**src/rtl/cnn_load_sequencer.sv**
```systemverilog
// rtl/cnn_load_sequencer.sv - burst load sequencer for CNN filter kernels and one image plane
// Optional stall_cycles performance counter port: define CNN_SEQ_PERF_EN.
module cnn_load_sequencer #(
  parameter int ADDR_W      = 20,
  parameter int DATA_W      = 16,
  parameter int BURST_LEN   = 150,
  parameter int FLT_WORDS   = 25,
  parameter int MAX_FILTERS = 16,
  parameter int IMG_WORDS   = 1024,
  parameter int LEN_W       = $clog2(BURST_LEN + 1),
  parameter int CH_W        = $clog2(MAX_FILTERS + 1),
  parameter int IA_W        = $clog2(IMG_WORDS)
) (
  input  logic              clk,
  input  logic              reset,
  input  logic              start,
  input  logic [ADDR_W-1:0] flt_base,
  input  logic [ADDR_W-1:0] img_base,
  input  logic [CH_W-1:0]   num_filters,
  output logic              mem_req,
  output logic [ADDR_W-1:0] mem_addr,
  output logic [LEN_W-1:0]  mem_len,
  input  logic              mem_gnt,
  input  logic              mem_rvalid,
  input  logic [DATA_W-1:0] mem_rdata,
  output logic              mem_rready,
  output logic              flt_wr,
  output logic [DATA_W-1:0] flt_data,
  input  logic              flt_full,
  output logic              img_wr,
  output logic [IA_W-1:0]   img_addr,
  output logic [DATA_W-1:0] img_data,
  output logic              busy,
  output logic              done
`ifdef CNN_SEQ_PERF_EN
  ,
  output logic [31:0]       stall_cycles
`endif
);

  localparam int FLT_MAX = MAX_FILTERS * FLT_WORDS;
  localparam int RW      = $clog2(((FLT_MAX > IMG_WORDS) ? FLT_MAX : IMG_WORDS) + 1);

  typedef enum logic [2:0] {IDLE, FLT_REQ, FLT_DATA, IMG_REQ, IMG_DATA, DONE} state_t;

  state_t            state;
  logic [ADDR_W-1:0] flt_base_q;
  logic [ADDR_W-1:0] img_base_q;
  logic [ADDR_W-1:0] req_off;
  logic [RW-1:0]     rem;
  logic [LEN_W-1:0]  beats;
  logic [IA_W-1:0]   img_idx;
  logic [RW-1:0]     flt_total;
  logic              beat;
  logic              last_beat;

  function automatic logic [LEN_W-1:0] chunk(input logic [RW-1:0] r);
    if (32'(r) >= BURST_LEN) return LEN_W'(BURST_LEN);
    return LEN_W'(r);
  endfunction

  assign flt_total = RW'(num_filters) * RW'(FLT_WORDS);

  // Reset gates ready directly so no beat can be taken in the reset cycle itself.
  always_comb begin
    mem_rready = 1'b0;
    if (!reset) begin
      if (state == FLT_DATA)      mem_rready = !flt_full;
      else if (state == IMG_DATA) mem_rready = 1'b1;
    end
  end

  assign beat      = mem_rvalid && mem_rready;
  assign last_beat = beat && (beats == LEN_W'(1));

  always_ff @(posedge clk) begin
    if (reset) begin
      state      <= IDLE;
      flt_base_q <= '0;
      img_base_q <= '0;
      req_off    <= '0;
      rem        <= '0;
      beats      <= '0;
      img_idx    <= '0;
      mem_req    <= 1'b0;
      mem_addr   <= '0;
      mem_len    <= '0;
      flt_wr     <= 1'b0;
      flt_data   <= '0;
      img_wr     <= 1'b0;
      img_addr   <= '0;
      img_data   <= '0;
      busy       <= 1'b0;
      done       <= 1'b0;
    end else begin
      flt_wr <= 1'b0;
      img_wr <= 1'b0;
      done   <= 1'b0;
      case (state)
        IDLE: begin
          if (start) begin
            flt_base_q <= flt_base;
            img_base_q <= img_base;
            req_off    <= '0;
            img_idx    <= '0;
            busy       <= 1'b1;
            mem_req    <= 1'b1;
            if (num_filters == '0) begin
              state    <= IMG_REQ;
              rem      <= RW'(IMG_WORDS);
              mem_addr <= img_base;
              mem_len  <= chunk(RW'(IMG_WORDS));
            end else begin
              state    <= FLT_REQ;
              rem      <= flt_total;
              mem_addr <= flt_base;
              mem_len  <= chunk(flt_total);
            end
          end
        end
        FLT_REQ, IMG_REQ: begin
          if (mem_gnt) begin
            mem_req <= 1'b0;
            beats   <= mem_len;
            rem     <= rem - RW'(mem_len);
            req_off <= req_off + ADDR_W'(mem_len);
            state   <= (state == FLT_REQ) ? FLT_DATA : IMG_DATA;
          end
        end
        FLT_DATA: begin
          if (beat) begin
            flt_wr   <= 1'b1;
            flt_data <= mem_rdata;
            beats    <= beats - LEN_W'(1);
          end
          if (last_beat) begin
            mem_req <= 1'b1;
            if (rem != '0) begin
              state    <= FLT_REQ;
              mem_addr <= flt_base_q + req_off;
              mem_len  <= chunk(rem);
            end else begin
              state    <= IMG_REQ;
              rem      <= RW'(IMG_WORDS);
              req_off  <= '0;
              mem_addr <= img_base_q;
              mem_len  <= chunk(RW'(IMG_WORDS));
            end
          end
        end
        IMG_DATA: begin
          if (beat) begin
            img_wr   <= 1'b1;
            img_addr <= img_idx;
            img_data <= mem_rdata;
            img_idx  <= img_idx + IA_W'(1);
            beats    <= beats - LEN_W'(1);
          end
          if (last_beat) begin
            if (rem != '0) begin
              state    <= IMG_REQ;
              mem_req  <= 1'b1;
              mem_addr <= img_base_q + req_off;
              mem_len  <= chunk(rem);
            end else begin
              state <= DONE;
            end
          end
        end
        DONE: begin
          done  <= 1'b1;
          busy  <= 1'b0;
          state <= IDLE;
        end
        default: state <= IDLE;
      endcase
    end
  end

`ifdef CNN_SEQ_PERF_EN
  always_ff @(posedge clk) begin
    if (reset)
      stall_cycles <= '0;
    else if (state == IDLE && start)
      stall_cycles <= '0;
    else if (busy && mem_rvalid && !mem_rready && stall_cycles != 32'hFFFF_FFFF)
      stall_cycles <= stall_cycles + 32'd1;
  end
`endif

endmodule
```
**config.mk**
```make
export PLATFORM = sky130hd
export DESIGN_NAME = cnn_load_sequencer
export DESIGN_NICKNAME = d
export VERILOG_FILES = /design/src/rtl/cnn_load_sequencer.sv
export SDC_FILE = /design/constraint.sdc
export NUM_CORES = 1
export LEC_CHECK = 0
export ABC_AREA = 1
export BUFFER_PORTS_ARGS = -buffer_cell sky130_fd_sc_hd__buf_4
export CORE_MARGIN = 5
export CORE_UTILIZATION = 25
export DETAILED_ROUTE_END_ITERATION = 7
export GPL_TIMING_DRIVEN = 0
export PLACE_DENSITY_LB_ADDON = 0.05
export SLEW_MARGIN = 0
export SYNTH_ARGS = -nofsm -noshare
export SYNTH_HDL_FRONTEND = slang
export SYNTH_SLANG_ARGS = --single-unit
```
**constraint.sdc**
```tcl
create_clock -name clk -period 4.5 [get_ports clk]
set_clock_uncertainty 0.2 [all_clocks]
set_input_delay 0.225 -clock clk [delete_from_list [all_inputs] [get_ports clk]]
set_output_delay 0.225 -clock clk [all_outputs]
set_load 0.03 [all_outputs]
```
==> results.md <==
* Number of nets in the synthesized netlist at 1903
* Max Slew Vio Count at 0
* Yosys Warn Count at 0
* Final worst slack at 1.294 ns
* Layout net count at 2124
* Clock period minus final worst setup slack at 3.206 ns
* Hold Fails Final Rpt at 0
* Initial antenna violation count at 0
* Effective utilization at floorplan at 0.2522
* Area of the mapped netlist at 11130 µm²
* Number of hold buffers added after CTS at 60
* Number of clock sinks at 167
* FF/Latch Area at 3343 µm²
* Number of primary I/O pins at 143
* Sequential share of power at 0.266
* Syn avg cell area at 6.344 µm²
* Largest net degree at the start of global routing at 18
* Clock Tree Buf Depth at 2
* Max Clk Rate at 0.3119 GHz
* Wire length of the first global-routing pass at 74930 µm
* Post-CTS Setup Inserts at 0
* Diode count at 0
* Layout area overhead at 27.14%
* Critical path's slowest cell: nor2_1
* Most numerous cell in the Yosys netlist: nand2_1
* Core area at 44120 µm²
* Number of gates resized after cts at 0
* Via total after detailed routing at 12248
* Worst rel slew slack at 0.2960
* Result of the run: complete, no violations
* Routed Wire Length at 48970 µm
* Primary FF master, synth: dfxtp_1
* Sum of net half-perimeters after detailed placement at 39020 µm
* Maximum ir drop on the vdd rail at 256.4 µV
* Via count of the first global-routing pass at 12391
* Global-route usage over all layers at 0.1987
* Gate count of the mapped netlist at 1754
* Number of H-tree levels at 4
* Detailed-route wire length per cell at 18.98 µm
* Combinational cell fraction of total power at 0.539
* Total net switching power at 0.004191 W
* Critical Path End: mem_addr[3]$_SDFFE_PP0P_
* Worst min-delay path class: in2reg
* Int Power at 0.004074 W
* Startpoint types: input port
* Tightest hold margin at 0.1345 ns
* Kind of end point of the critical path: register
* Proportion of register bits with asynchronous set or reset after synthesis at 0
* Slowest stage delay, CP at 0.78 ns
* Sequential element share of the synthesized area at 0.3005
* Setup Total Neg Slack at 0 ns
* Cell Pwr Density at 584.2 nW/µm²
* CTS Buf Count at 17
* Number of instances on the worst hold path at 5
* Switching Fraction at 0.5071
* Violation count after the first detailed-routing iteration at 728
* Port bufs at 142
* Worst reg2reg setup slack at 1.55 ns
* Post-detailed-route count of antenna-violating nets at 0
* Clock share of power at 0.195
* Slew at the pin closest to its max-slew limit at 1.052 ns
* Data arrival time of the critical path at 3.35 ns
* DIE AREA at 48830 µm²
* # Max-Cap Violations at 0
* Clock slew at reported path FFs at 0.08 ns
* Number of flops mapped to enable cells by yosys at 0
* Vias per std cell at 4.747
* Fraction of layout cells with a size suffix above 1 at 0.1081
* Fraction of post-synthesis cell area in the top cell type by area at 0.3005
* Worst slack at placement at 1.294 ns
* Number of synthesized register bits at 167
* List of most frequent post-synthesis cells: 389 x nand2_1, 317 x nor2_1, 167 x dfxtp_1
* Reg-to-reg critical path endpoint: mem_addr[16]$_SDFFE_PP0P_
* Setup Crit Path Kind: in2reg
* Height of the die at 221.0 µm
* Worst R2R Path Depth at 11
* Standard-cell row count at 77
* Data required time at the worst endpoint at 4.65 ns
* Leading area contributor after synthesis: dfxtp_1
* Multi-input gate area at 6905 µm²
* Number of distinct library cells after synthesis at 49
* Worst r2r src: rem[8]$_SDFFE_PP0P_
* Maximum fanout encountered on the critical timing path at 10
* Setup-violating endpoint count in the final report at 0
* Post-detailed-route DRC marker count at 0
* CTS tree: built
* RSZ-0062 raised after global routing: no
* CTS Root Buffer Type: clkbuf_16
* Width of the die at 221.0 µm
* Residual overflow from global routing at 0
* FILL cells at 4991
* LEAKAGE at 6.631 nW
* Clock insertion delay at the later pin of the skew report at 0.47 ns
* Detailed-router iteration count before antenna repair at 5
* Final GP Congestion at 0.9183
* Worst-path cell chain: dlygate4sd3_1 > buf_4 > inv_1 > ha_1 > nand2_1 > nor2_1 > inv_1 > clkbuf_1 > o21ai_0 > nand2_1 > nor4_1 > nor2_1
* Cell types with the largest area share after synthesis: dfxtp_1 30%, nand2_1 13%, nor2_1 11%
* Final critical-path share of the clock period at 0.7124
* Crit path launch: num_filters[1]
## worst max-delay path, delay by kind of cell
| kind | cells | cell delay [ns] |
|---|---|---|
| AOI/OAI and AO/OA | 1 | 0.27 |
| adders and majority gates | 1 | 0.16 |
| and+or+nand+nor | 5 | 1.29 |
| buffers and inverters | 5 | 1.42 |
## power groups by stage
stage               registers, W  logic, W  clock network (W)
finish                   0.00220   0.00445            0.00161
global route             0.00224   0.00498            0.00173
CTS                      0.00221   0.00448            0.00167
detailed placement       0.00224   0.00442                  0
global placement         0.00224   0.00443                  0
floorplan                0.00227   0.00274                  0
## cell type report
cell class	instances	share of cell area
timing repair buffer	202	0.1178
multi-input combinational	1361	0.4881
sequential	167	0.2363
inverter	167	0.04431
clock inverter	14	0.01300
clock buffer	18	0.03034
buffer	59	0.01778
tap	592	0.05236
## sequential cells by signal, indices dropped and copies added, names as in the netlist, 10 cells and up
name and flops:
img_addr 10, rem 11, img_idx 10, img_data 16, mem_addr 20, img_base_q 20, flt_data 16, flt_base_q 20
req_off 20
## cells by family (layout without fill, tap and decap cells)
kind of cell,after synthesis,in the layout,synth area share
AOI/OAI and AO/OA,357,357,0.1696
xor gates and xnor gates,17,17,0.01338
adders and majority gates,82,82,0.09558
and+or+nand+nor,905,905,0.3421
buffers and inverters,226,460,0.07894
DFF,167,167,0.3005
## layout by cell type, fill, tap and decap left out, drive strengths merged, types with 22 or more instances in the layout
cell / Yosys / layout
o21ai: 190 / 190
clkbuf: 43 / 61
a21oi: 131 / 131
nor2: 322 / 322
nand3: 114 / 114
ha: 77 / 77
inv: 165 / 173
nand4: 22 / 22
buf: 16 / 158
dfxtp: 167 / 167
dlygate4sd3: 0 / 60
nand2: 392 / 392
## stage by stage
stage                     power (W)  std cells  utilization  area [µm²]
after CTS                  0.008361       2580       0.3206       14150
after detailed placement   0.006651       2488       0.2931       12930
after global routing       0.008953       2580       0.3206       14150
final                      0.008264       2580       0.3206       14150
after global placement     0.006667       2488       0.2931       12930
after floorplan            0.005005       1754            -       11130
## worst min-delay path by stage
stage | startpoint | to | slack [ns]
6_report | mem_rvalid | img_addr[3]$_SDFFE_PP0P_ | 0.13
5_1_grt | mem_rvalid | img_wr$_SDFF_PP0_ | 0.14
4_1_cts | mem_rvalid | img_addr[3]$_SDFFE_PP0P_ | 0.11
3_5_place_dp | flt_data[1]$_SDFFE_PP0P_ | flt_data[1]$_SDFFE_PP0P_ | 0.26
3_3_place_gp | flt_data[1]$_SDFFE_PP0P_ | flt_data[1]$_SDFFE_PP0P_ | 0.25
2_1_floorplan | img_base[0] | img_base_q[0]$_SDFFE_PP0P_ | 0.16
## layer usage
metal / vias to the layer above / global-route usage / part of all wire
met3: 72 / 0.03605 / 0.035
met2: 245 / 0.3384 / 0.47
li1: 6227 / - / -
met1: 5704 / 0.2563 / 0.46
met5: - / 0 / 0
met4: 0 / 0.06202 / 0.030
No activity file was read; power rests on OpenSTA's default activity.
